<file path="config.mk">
export PLATFORM = sky130hd
export DESIGN_NAME = conv3_row_sequencer
export DESIGN_NICKNAME = d
export VERILOG_FILES = /design/src/rtl/conv3_row_sequencer.sv
export SDC_FILE = /design/constraint.sdc
export NUM_CORES = 1
export LEC_CHECK = 0
export CORE_AREA = 10 10 97 99
export CTS_CLUSTER_DIAMETER = 30
export DETAILED_ROUTE_END_ITERATION = 10
export DIE_AREA = 0 0 107 109
export GPL_ROUTABILITY_DRIVEN = 0
export PLACE_DENSITY = 0.84
export SLEW_MARGIN = 25
export SYNTH_ARGS = -nofsm -noshare
export SYNTH_HDL_FRONTEND = slang
export SYNTH_SLANG_ARGS = --single-unit
</file>
<file path="constraint.sdc">
create_clock -name clk -period 4.94 [get_ports clk]
set_input_delay 0.988 -clock clk [delete_from_list [all_inputs] [get_ports clk]]
set_output_delay 0.988 -clock clk [all_outputs]
set_load 0.05 [all_outputs]
</file>
<file path="src/rtl/conv3_row_sequencer.sv">
// Row sequencer for the 3x3 convolution datapath: streams one image row out of the
// input BRAM, holds repeat for the buffered row, then waits for downstream permission.
//
// state  | meaning
// IDLE   | waiting for start
// LOAD   | streaming IMG_W pixels out of BRAM
// GAP1   | GAP idle cycles after LOAD
// REPEAT | holding conv repeat_in for REPEAT_LEN cycles
// GAP2   | at least GAP idle cycles, then wait for next_row_ok
// DONE   | one-cycle frame-end pulse
module conv3_row_sequencer #(
   parameter int IMG_W      = 482,
   parameter int IMG_H      = 482,
   parameter int ADDR_W     = 18,
   parameter int REPEAT_LEN = 3360,
   parameter int GAP        = 20
) (
   input  logic              clk,
   input  logic              Rst_n,
   input  logic              start,
   input  logic [ADDR_W-1:0] cfg_base,
   input  logic              next_row_ok,
   output logic              mem_en,
   output logic [ADDR_W-1:0] mem_addr,
   output logic              conv_valid_in,
   output logic              conv_repeat_in,
   output logic [15:0]       row_idx,
   output logic              busy,
   output logic              done
);

   localparam int CMAX_WG = (IMG_W > GAP) ? IMG_W : GAP;
   localparam int CMAX    = (CMAX_WG > REPEAT_LEN) ? CMAX_WG : REPEAT_LEN;
   localparam int TW      = $clog2(CMAX + 1);

   localparam logic [TW-1:0]     LD_W     = TW'(IMG_W - 1);
   localparam logic [TW-1:0]     LD_G     = TW'(GAP - 1);
   localparam logic [TW-1:0]     LD_R     = TW'((REPEAT_LEN > 0) ? REPEAT_LEN - 1 : 0);
   localparam logic [15:0]       ROW_LAST = 16'(IMG_H - 1);
   localparam logic [ADDR_W-1:0] ROW_STEP = ADDR_W'(IMG_W);

   typedef enum logic [2:0] {IDLE, LOAD, GAP1, REPEAT, GAP2, DONE} state_t;

   state_t            state, state_nx;
   logic [TW-1:0]     tmr, tmr_nx;
   logic [ADDR_W-1:0] row_ptr, ptr_nx, addr_nx;
   logic [15:0]       row_nx;
   logic              busy_nx, done_nx, post_rep;

   always_comb begin
      state_nx = state;
      tmr_nx   = (tmr == '0) ? tmr : tmr - TW'(1);
      ptr_nx   = row_ptr;
      addr_nx  = mem_addr;
      row_nx   = row_idx;
      busy_nx  = busy;
      done_nx  = 1'b0;
      post_rep = 1'b0;
      unique case (state)
         IDLE: begin
            if (start) begin
               state_nx = LOAD;
               tmr_nx   = LD_W;
               ptr_nx   = cfg_base;
               addr_nx  = cfg_base;
               row_nx   = '0;
               busy_nx  = 1'b1;
            end
         end
         LOAD: begin
            if (tmr == '0) begin
               state_nx = GAP1;
               tmr_nx   = LD_G;
               ptr_nx   = row_ptr + ROW_STEP;
            end else begin
               addr_nx = mem_addr + ADDR_W'(1);
            end
         end
         GAP1: begin
            if (tmr == '0) begin
               if (REPEAT_LEN != 0) begin
                  state_nx = REPEAT;
                  tmr_nx   = LD_R;
               end else begin
                  post_rep = 1'b1;
               end
            end
         end
         REPEAT: begin
            if (tmr == '0) post_rep = 1'b1;
         end
         GAP2: begin
            if (tmr == '0 && next_row_ok) begin
               state_nx = LOAD;
               tmr_nx   = LD_W;
               addr_nx  = row_ptr;
               row_nx   = row_idx + 16'd1;
            end
         end
         DONE:    state_nx = IDLE;
         default: state_nx = IDLE;
      endcase
      // Shared exit from REPEAT, or from GAP1 when there is no repeat phase.
      if (post_rep) begin
         if (row_idx == ROW_LAST) begin
            state_nx = DONE;
            done_nx  = 1'b1;
            busy_nx  = 1'b0;
         end else begin
            state_nx = GAP2;
            tmr_nx   = LD_G;
         end
      end
   end

   always_ff @(posedge clk) begin
      if (!Rst_n) begin
         state          <= IDLE;
         tmr            <= '0;
         row_ptr        <= '0;
         mem_addr       <= '0;
         mem_en         <= 1'b0;
         conv_valid_in  <= 1'b0;
         conv_repeat_in <= 1'b0;
         row_idx        <= '0;
         busy           <= 1'b0;
         done           <= 1'b0;
      end else begin
         state          <= state_nx;
         tmr            <= tmr_nx;
         row_ptr        <= ptr_nx;
         mem_addr       <= addr_nx;
         mem_en         <= (state_nx == LOAD);
         conv_valid_in  <= mem_en;
         conv_repeat_in <= (state_nx == REPEAT);
         row_idx        <= row_nx;
         busy           <= busy_nx;
         done           <= done_nx;
      end
   end

endmodule

</file>
; After elaboration in Yosys (flattened, before gate mapping)
; Index checks and enable logic that the tools add are counted.
[word_totals]
reg_bits = 72
latchBits = 0
mem_bits_rw = 0
romBits = 0
word_cells = 66
n_memories = 0
[op_classes]
add_sub_neg = 4
mul = 0
n_div = 0
magnitude_cmp = 0
n_eq_ne = 11
n_shift = 0
n_mux = 31
n_bitwise = 0
n_reduce_logical = 10
[op_table]
columns = operator, count
row1 = $mux 12, 7
row2 = $mux 18, 4
row3 = $pmux 18 s3, 1
row4 = $pmux 12 s4, 1
row5 = $pmux 18 s2, 1
row6 = $mux 16, 2
row7 = $pmux 16 s2, 1
row8 = $add 18x1->18 const B, 1
row9 = $add 18x9->18 const B, 1
row10 = $add 16x1->16 const B, 1
row11 = $eq 16x9->1 const B, 1
row12 = $mux 3, 5
row13 = $pmux 3 s5, 1
row14 = $logic_not 12->1, 1
row15 = $sub 12x1->12 const B, 1
row16 = $eq 3x2->1 const B, 3
row17 = $mux 1, 8
row18 = $ne 2x2->1 const B, 4
row19 = $eq 3x1->1 const B, 2
row20 = $reduce_and 3->1, 2
row21 = $reduce_and 4->1, 1
row22 = $reduce_bool 2->1, 2
row23 = $eq 3x3->1 const B, 1
row24 = $logic_not 3->1, 1
row25 = other kinds (3), 3

; Depth between registers and ports, before layout
[depth]
depth_word = 6
depth_mapped = 10
ltp_nobuf = 9

; Worst setup path before layout
; OpenSTA, ideal clock, no wires.
[synth_path]
kind = input port to flip-flop
start = input next_row_ok
end = register mem_addr[16]
setup_time_ns = 0.132
arrival_ns = 2.243
required_time_ns = 4.808
slack_ns = 2.565
cell_stages = 7
path_buffers = 2
path_cell_list = nor4bb_1 > nand4_1 > o211a_1 > buf_4 > buf_2 > o211ai_1 > o31ai_1
[synth_between]
elab_chain_len = 3
[synth_lines]
columns = item, line
row1 = start: declaration, 22  ; input logic next_row_ok,
row2 = $logic_and 1x1->1, 93  ; if (tmr == '0 && next_row_ok) begin
row3 = $ne 2x2->1 (no source line), n/a
row4 = $reduce_and 4->1 (no source line), n/a
row5 = end signal: assignment, 132  ; mem_addr <= addr_nx;
row6 = end: declaration, 24  ; output logic [ADDR_W-1:0] mem_addr,
; Every way passes these cells.
; A chain may end at the register's enable or synchronous reset.

; Final worst setup path
[layout_path]
start = register state[0]
end = register row_ptr[3]
[layout_between]
elab_chain_len = 3
[layout_lines]
columns = item, line
row1 = start: declaration, 44  ; state_t state, state_nx;
row2 = start signal: assignment, 129  ; state <= state_nx;
row3 = $eq 3x1->1 / $logic_not 3->1 (equally long branches), 59  ; unique case (state)
row4 = $ne 2x2->1 (no source line) / $reduce_bool 2->1 (equally long branches), n/a
row5 = $reduce_and 3->1 (no source line), n/a
row6 = end signal: assignment, 131  ; row_ptr <= ptr_nx;
row7 = end: declaration, 46  ; logic [ADDR_W-1:0] row_ptr, ptr_nx, addr_nx;
; Parallel ways exist; a longest one is shown, timed or not.

==> metrics.csv <==
metric,value,unit
synth-simple-area-share,0.254,
arrival,3.33,ns
antennaDiodeCount,0,
cp_slowest_cell,dfxtp_1,
required,5.18,ns
grt_pass1_vias,4254,
synth_cell_type_count,71,
leakage,1.74,nW
yosys_warnings,0,
criticalPathCategory,reg2reg,
layout.nets,623,
place_hpwl,8.82,mm
crit_chain,"or3b_1, buf_4, o21ai_2, o21ai_1, a32o_1",
yosysSeqAreaShare,0.330,
synth_top_family_by_area,compound AO/OA/AOI/OAI gates,
rsz0062_at_grt,false,
area_delta_synth_final,18.2,%
dr_total_vias,4560,
hold_viol_final,0,
worstMarginPinSlew,1.00,ns
start_util,0.581,
fin_ws,1.85,ns
synth_area,0.00437,mm²
synth_top_area_cell,dfxtp_1,
synth.avg_cell_area,7.85,µm²
synth_nets,586,
crit_path_max_incr_delay,0.99,ns
hold_slack,0.473,ns
fin_tns_setup,0,ns
synth-async-reset-ratio,0,
root_buffer,clkbuf_8,
placed_cell_area,0.00497,mm²
wl_per_cell,17.8,µm
detail_route.first_pass.iterations,5,
wl,12.5,mm
power,0.00211,W
io_pins,61,
synth_edf_count,0,
cts_resized,0,
ant_nets,0,
die_height,109,µm
hold_path_class,reg2reg,
cts_sinks,72,
vias_per_cell,6.50,
clk_latency,0.36,ns
wl_met2,5.55,mm
portBuffers,60,
drc,0,
synth-compound-area-share,0.296,
setup_viol_count_final,0,
yosys.area.top_type_share,0.330,
cts-buffers-inserted,9,
fin_worst_skew,0.0141,ns
grt_max_degree,36,
min_period_over_period,0.626,
syn_inst,557,
powerDensity,408,mW/mm²
synth.area.top_cells,"dfxtp_1, a21oi_1, nand2_1, nor2_1, xnor2_1",
dr_wl_met3,1.41,mm
drv_slew,0,
top_layer,met4,
cts_tree,built,
startpoint_type,flop,
m1WireLength,5.35,mm
coreArea,0.00753,mm²
drtIter0Drc,463,
antenna_found_initial,0,
synthMuxAreaShare,0.00229,
post_cts_buffers,0,
grtUsageTotal,0.213,
die_w,107,µm
maxCapViolCount,0,
relSlewSlack,0.332,
htreeDepth,3,
drive_gt1_frac,0.0684,
grt_pass1_wl,20.7,mm
cts_buffer_depth,2,
pre_cts_ws,1.59,ns
fmax,0.323,GHz
synthXorXnorAreaFrac,0.0441,
ir_worst_vdd,0.000240,V
postCtsHoldBufs,0,
rows,32,
clkTransAtPathRegs,0.08,ns
dieArea,0.0117,mm²
period_needed,3.09,ns
synthAdderAreaFrac,0.0200,
grt_remaining_overflow,0,
status,completed,
synth_seq_cells,72,
design_area,0.00517,mm²
setup.worst_path.end_class,flop,
crit_fanout,32,
synth_flop_cell,dfxtp_1,
where the power goes:
group	total (W)	internal (W)	switching, W	leakage (nW)
registers	0.000801	0.000670	0.000131	0.590
logic	0.000837	0.000322	0.000514	1.05
clock network	0.000472	0.000233	0.000239	0.0952
total	0.00211	0.00123	0.000884	1.74
cell usage after synthesis (9+ instances only):
cell and n:
nand4_1 16, clkbuf_1 21, nand3_1 21, buf_2 11, a21oi_1 53, dfxtp_1 72
nand2_1 56, or3_1 9, xnor2_1 17, a211oi_1 12, a22o_1 15, nor3_1 16
o21ai_0 24, nor2_1 47, inv_1 11, a31oi_1 13
stage by stage:
step	instances	util
after global routing	701	0.687
after global placement	685	0.661
final	701	0.687
after floorplan	557	-
after detailed placement	685	0.661
after CTS	701	0.687
placed cells by master (no fill, tap or decap), types with 8 or more instances in the layout:
| cell type | instances |
|---|---|
| nor2_1 | 47 |
| o21ai_1 | 8 |
| inv_1 | 11 |
| nor4_1 | 8 |
| a22o_1 | 15 |
| clkbuf_8 | 9 |
| dfxtp_1 | 72 |
| or3_1 | 9 |
| nand4_1 | 16 |
| nor3_1 | 16 |
| a31oi_1 | 13 |
| nand3_1 | 21 |
| xnor2_1 | 17 |
| nand2_1 | 56 |
| o21ai_0 | 24 |
| clkdlybuf4s50_1 | 60 |
| a21oi_1 | 53 |
| a211oi_1 | 12 |
cells by family (layout without fill, tap and decap cells):
logic type,count (synthesis),count (layout)
buffers and inverters,54,96
multiplexers,1,1
AND/OR/NAND/NOR,212,212
adder cells (fa/ha/maj),7,7
flip-flops,72,72
XOR/XNOR,22,22
AO/OA/AOI/OAI,189,189
critical path: cells and delay by family, from the launching register on:
family / cells / cell delay [ns]
compound gates: 3 / 0.93
buf+inv: 1 / 0.36
flops: 1 / 0.99
simple gates: 1 / 0.69
flip-flops by register name, summed over array words and instances (netlist names):
name	count
mem_en	1
mem_addr	18
row_idx	16
busy	1
done	1
conv_repeat_in	1
conv_valid_in	1
tmr	12
state	3
row_ptr	18
worst paths after layout:
path	start	to	slack, ns	cells after the start
max	state[0]	row_ptr[3]	1.85	5
min	mem_en	conv_valid_in	0.47	1
max reg2reg	state[0]	row_ptr[3]	1.85	5
min reg2reg	mem_en	conv_valid_in	0.47	1
layout make-up:
class,count,area (µm²)
repair buffers,67,653
flip-flops and latches,72,1440
fillers,656,2360
clock buffers,9,124
well taps,102,128
clock inverters,7,72.6
multi-input cells,431,2700
inverters,13,48.8
per-layer routing:
layer | track usage | vias to the layer above
li1 | - | 2169
met1 | 0.281 | 2115
met2 | 0.328 | 256
met3 | 0.0649 | 20
met4 | 0.0638 | 0
met5 | 0 | -
Note: power is estimated with default switching activity, not from simulation.
==> RTL change, RTL diff (same settings) <==
Register the inputs `start`, `cfg_base` and `next_row_ok` before use, with the module's reset. The logic sees them one clock later. Comments in the files are not updated.
--- a/src/rtl/conv3_row_sequencer.sv
+++ b/src/rtl/conv3_row_sequencer.sv
@@ -43,2 +43,18 @@
 
+   logic start_q;
+   logic [ADDR_W-1:0] cfg_base_q;
+   logic next_row_ok_q;
+
+   always_ff @(posedge clk) begin
+      if (!Rst_n) begin
+         start_q       <= '0;
+         cfg_base_q    <= '0;
+         next_row_ok_q <= '0;
+      end else begin
+         start_q       <= start;
+         cfg_base_q    <= cfg_base;
+         next_row_ok_q <= next_row_ok;
+      end
+   end
+
    state_t            state, state_nx;
@@ -60,7 +76,7 @@
          IDLE: begin
-            if (start) begin
+            if (start_q) begin
                state_nx = LOAD;
                tmr_nx   = LD_W;
-               ptr_nx   = cfg_base;
-               addr_nx  = cfg_base;
+               ptr_nx   = cfg_base_q;
+               addr_nx  = cfg_base_q;
                row_nx   = '0;
@@ -92,3 +108,3 @@
          GAP2: begin
-            if (tmr == '0 && next_row_ok) begin
+            if (tmr == '0 && next_row_ok_q) begin
                state_nx = LOAD;
Formal check against the unedited RTL: not equivalent (a bounded check fails within 4 cycles, from zero or initial values and one cycle with Rst_n low).
==> RTL change against the unedited design <==
  * Sequential cell count increased by 20
  * Count of clock-buffer cells in the layout is 2 higher
  * Design area is 13% higher
  * Largest cell class unchanged
  * Die area did not move
  * Highest routed layer unchanged
  * Combinational power grew 66%
  * Setup slack got worse by 0.33 ns
  * Routed wire length grew 13%
  * Critical endpoint is now tmr[4]$_SDFF_PN0_
  * Critical path type unchanged
  * Area after synthesis up 15%
  * Power rose by 39%
  * Clock power is 5.9% higher
==> RTL change: results (changes against the unedited design) <==
Fillers=571 (-13%); Hold Crit Class=reg2reg; post-DP HPWL=9820 um (+11%); setup bufs post-CTS=0 (unchanged); # resized after CTS=0 (unchanged); via count=5,144 (+13%); Syn Area/Cell=8.215 um^2 (+4.7%); worst hold start=cfg_base_q[2]$_SDFF_PN0_; CTS clock-pin slew for the worst setup and hold paths=0.09 ns; nets=675 (+8.3%); CTS H-Tree Depth=3 (unchanged); initial antenna violation count=0 (unchanged); CP Max Fanout=31 (-3.1%); synth cell count leaders=dfxtp_1 (92), nand2_1 (59), a21oi_1 (52); Largest regs=cfg_base_q x18, mem_addr x18, row_ptr x18; reg2reg setup slack=1.52 ns (-0.33 ns); outcome=finished clean; Pleak=1.977 nW (+14%); Clock Tree Buf Depth=2 (unchanged); Initial DRC Count=608 (+31%); Hold Path Depth=2 (+1); worst setup path startpoint=state[1]$_SDFF_PN0_; worst reg2reg path endpoint=tmr[4]$_SDFF_PN0_; Setup Skew=0.01459 ns (+0.0004937 ns); sequential fraction of the synthesis area=36.64% (+3.7 points); R2R depth=5 (unchanged); Clock Root Buffer=clkbuf_8; Worst-Skew Late Latency=0.36 ns (about the same); DR pass1 iterations=5 (unchanged); slew margin rel.=30.47% (-2.7 points); layout cells sized above 1=7.692% (+0.85 points); VDD IR max=0.2472 mV (+2.9%); Yosys cell types=70 (-1.4%); Hold WS=0.4880 ns (+0.01463 ns); port buffer count=60 (unchanged); first-pass GRT wire length=22,720 um (+9.9%); gr usage total=23.35% (+2.1 points); Num CTS Buffers=9 (unchanged); antenna diode count=0 (unchanged); Area contributors post-synth=dfxtp_1 (37%), a21oi_1 (5.2%), nand2_1 (4.4%), and2_1 (3.7%), xnor2_1 (3.1%); DR WL/cell=18.82 um (+5.8%); vias in the first global route=4,527 (+6.4%); Yosys warning total=0 (unchanged); post-route ant nets=0 (unchanged); syn nets=641 (+9.4%); WP data arrival=3.68 ns (+0.35 ns); async set-or-reset flop fraction in the synthesized netlist=0% (unchanged); largest net degree at the start of global routing=54 (+50%); Hold EP=row_ptr[2]$_SDFFE_PN0P_
RTL change: critical path, cell delays in order (launching register included):
cell      delay (ns)
dfxtp_1         1.02
clkinv_1        0.78
nand3_1         0.47
buf_4           0.30
nand2_1         0.37
o32ai_1         0.39
RTL change: kinds of logic (layout without fill, tap and decap cells):
family                     count (synthesis)  count (layout)  synth area share, %
and+or+nand+nor                          239             239                25.81
AOI/OAI and AO/OA                        197             197                27.43
muxes                                      4               4               0.8462
adders and majority gates                  7               7                1.742
xor gates and xnor gates                  19              19                3.310
DFF                                       92              92                36.64
buffers and inverters                     54              92                4.231
RTL change: worst max path at each step:
stage                     cells after the start  slack (ns)                        end
after floorplan                               8        2.73  mem_addr[16]$_SDFFE_PN0P_
after global placement                        6        1.74        state[0]$_SDFF_PN0_
after detailed placement                      6        1.71        state[0]$_SDFF_PN0_
after CTS                                     5        1.70          tmr[4]$_SDFF_PN0_
after global routing                          5        1.27    row_ptr[8]$_SDFFE_PN0P_
final                                         5        1.52          tmr[4]$_SDFF_PN0_
RTL change: final cells by class:
cell class | instances | area share, %
clock buffers | 11 | 2.425
clock inverters | 4 | 0.8584
multi-input cells | 466 | 51.07
flip-flops and latches | 92 | 31.61
repair buffers | 67 | 11.20
well taps | 102 | 2.189
inverters | 10 | 0.6438
RTL change: through the flow:
stage,instance area (um^2),std cells,setup WS [ns],utilization (%)
finish,5831,752,1.519,77.46
global route,5831,752,1.270,77.46
CTS,5829,752,1.702,77.44
detailed placement,5638,737,1.709,74.90
global placement,5638,737,1.743,74.90
floorplan,5027,612,2.733,-
RTL change: report_power, final:
part | leakage (nW) | internal [mW] | switching [mW]
Clock | 0.0914 | 0.244 | 0.256
Combinational | 1.13 | 0.509 | 0.880
Sequential | 0.753 | 0.862 | 0.179
Total | 1.98 | 1.62 | 1.31
RTL change: layer usage:
metal / vias up / routed length (um) / global-route usage, %
met4: 0 / 226 / 7.834
met5: - / 0 / 0
li1: 2389 / - / -
met3: 25 / 1538 / 4.484
met2: 312 / 6342 / 35.51
met1: 2418 / 6042 / 32.46
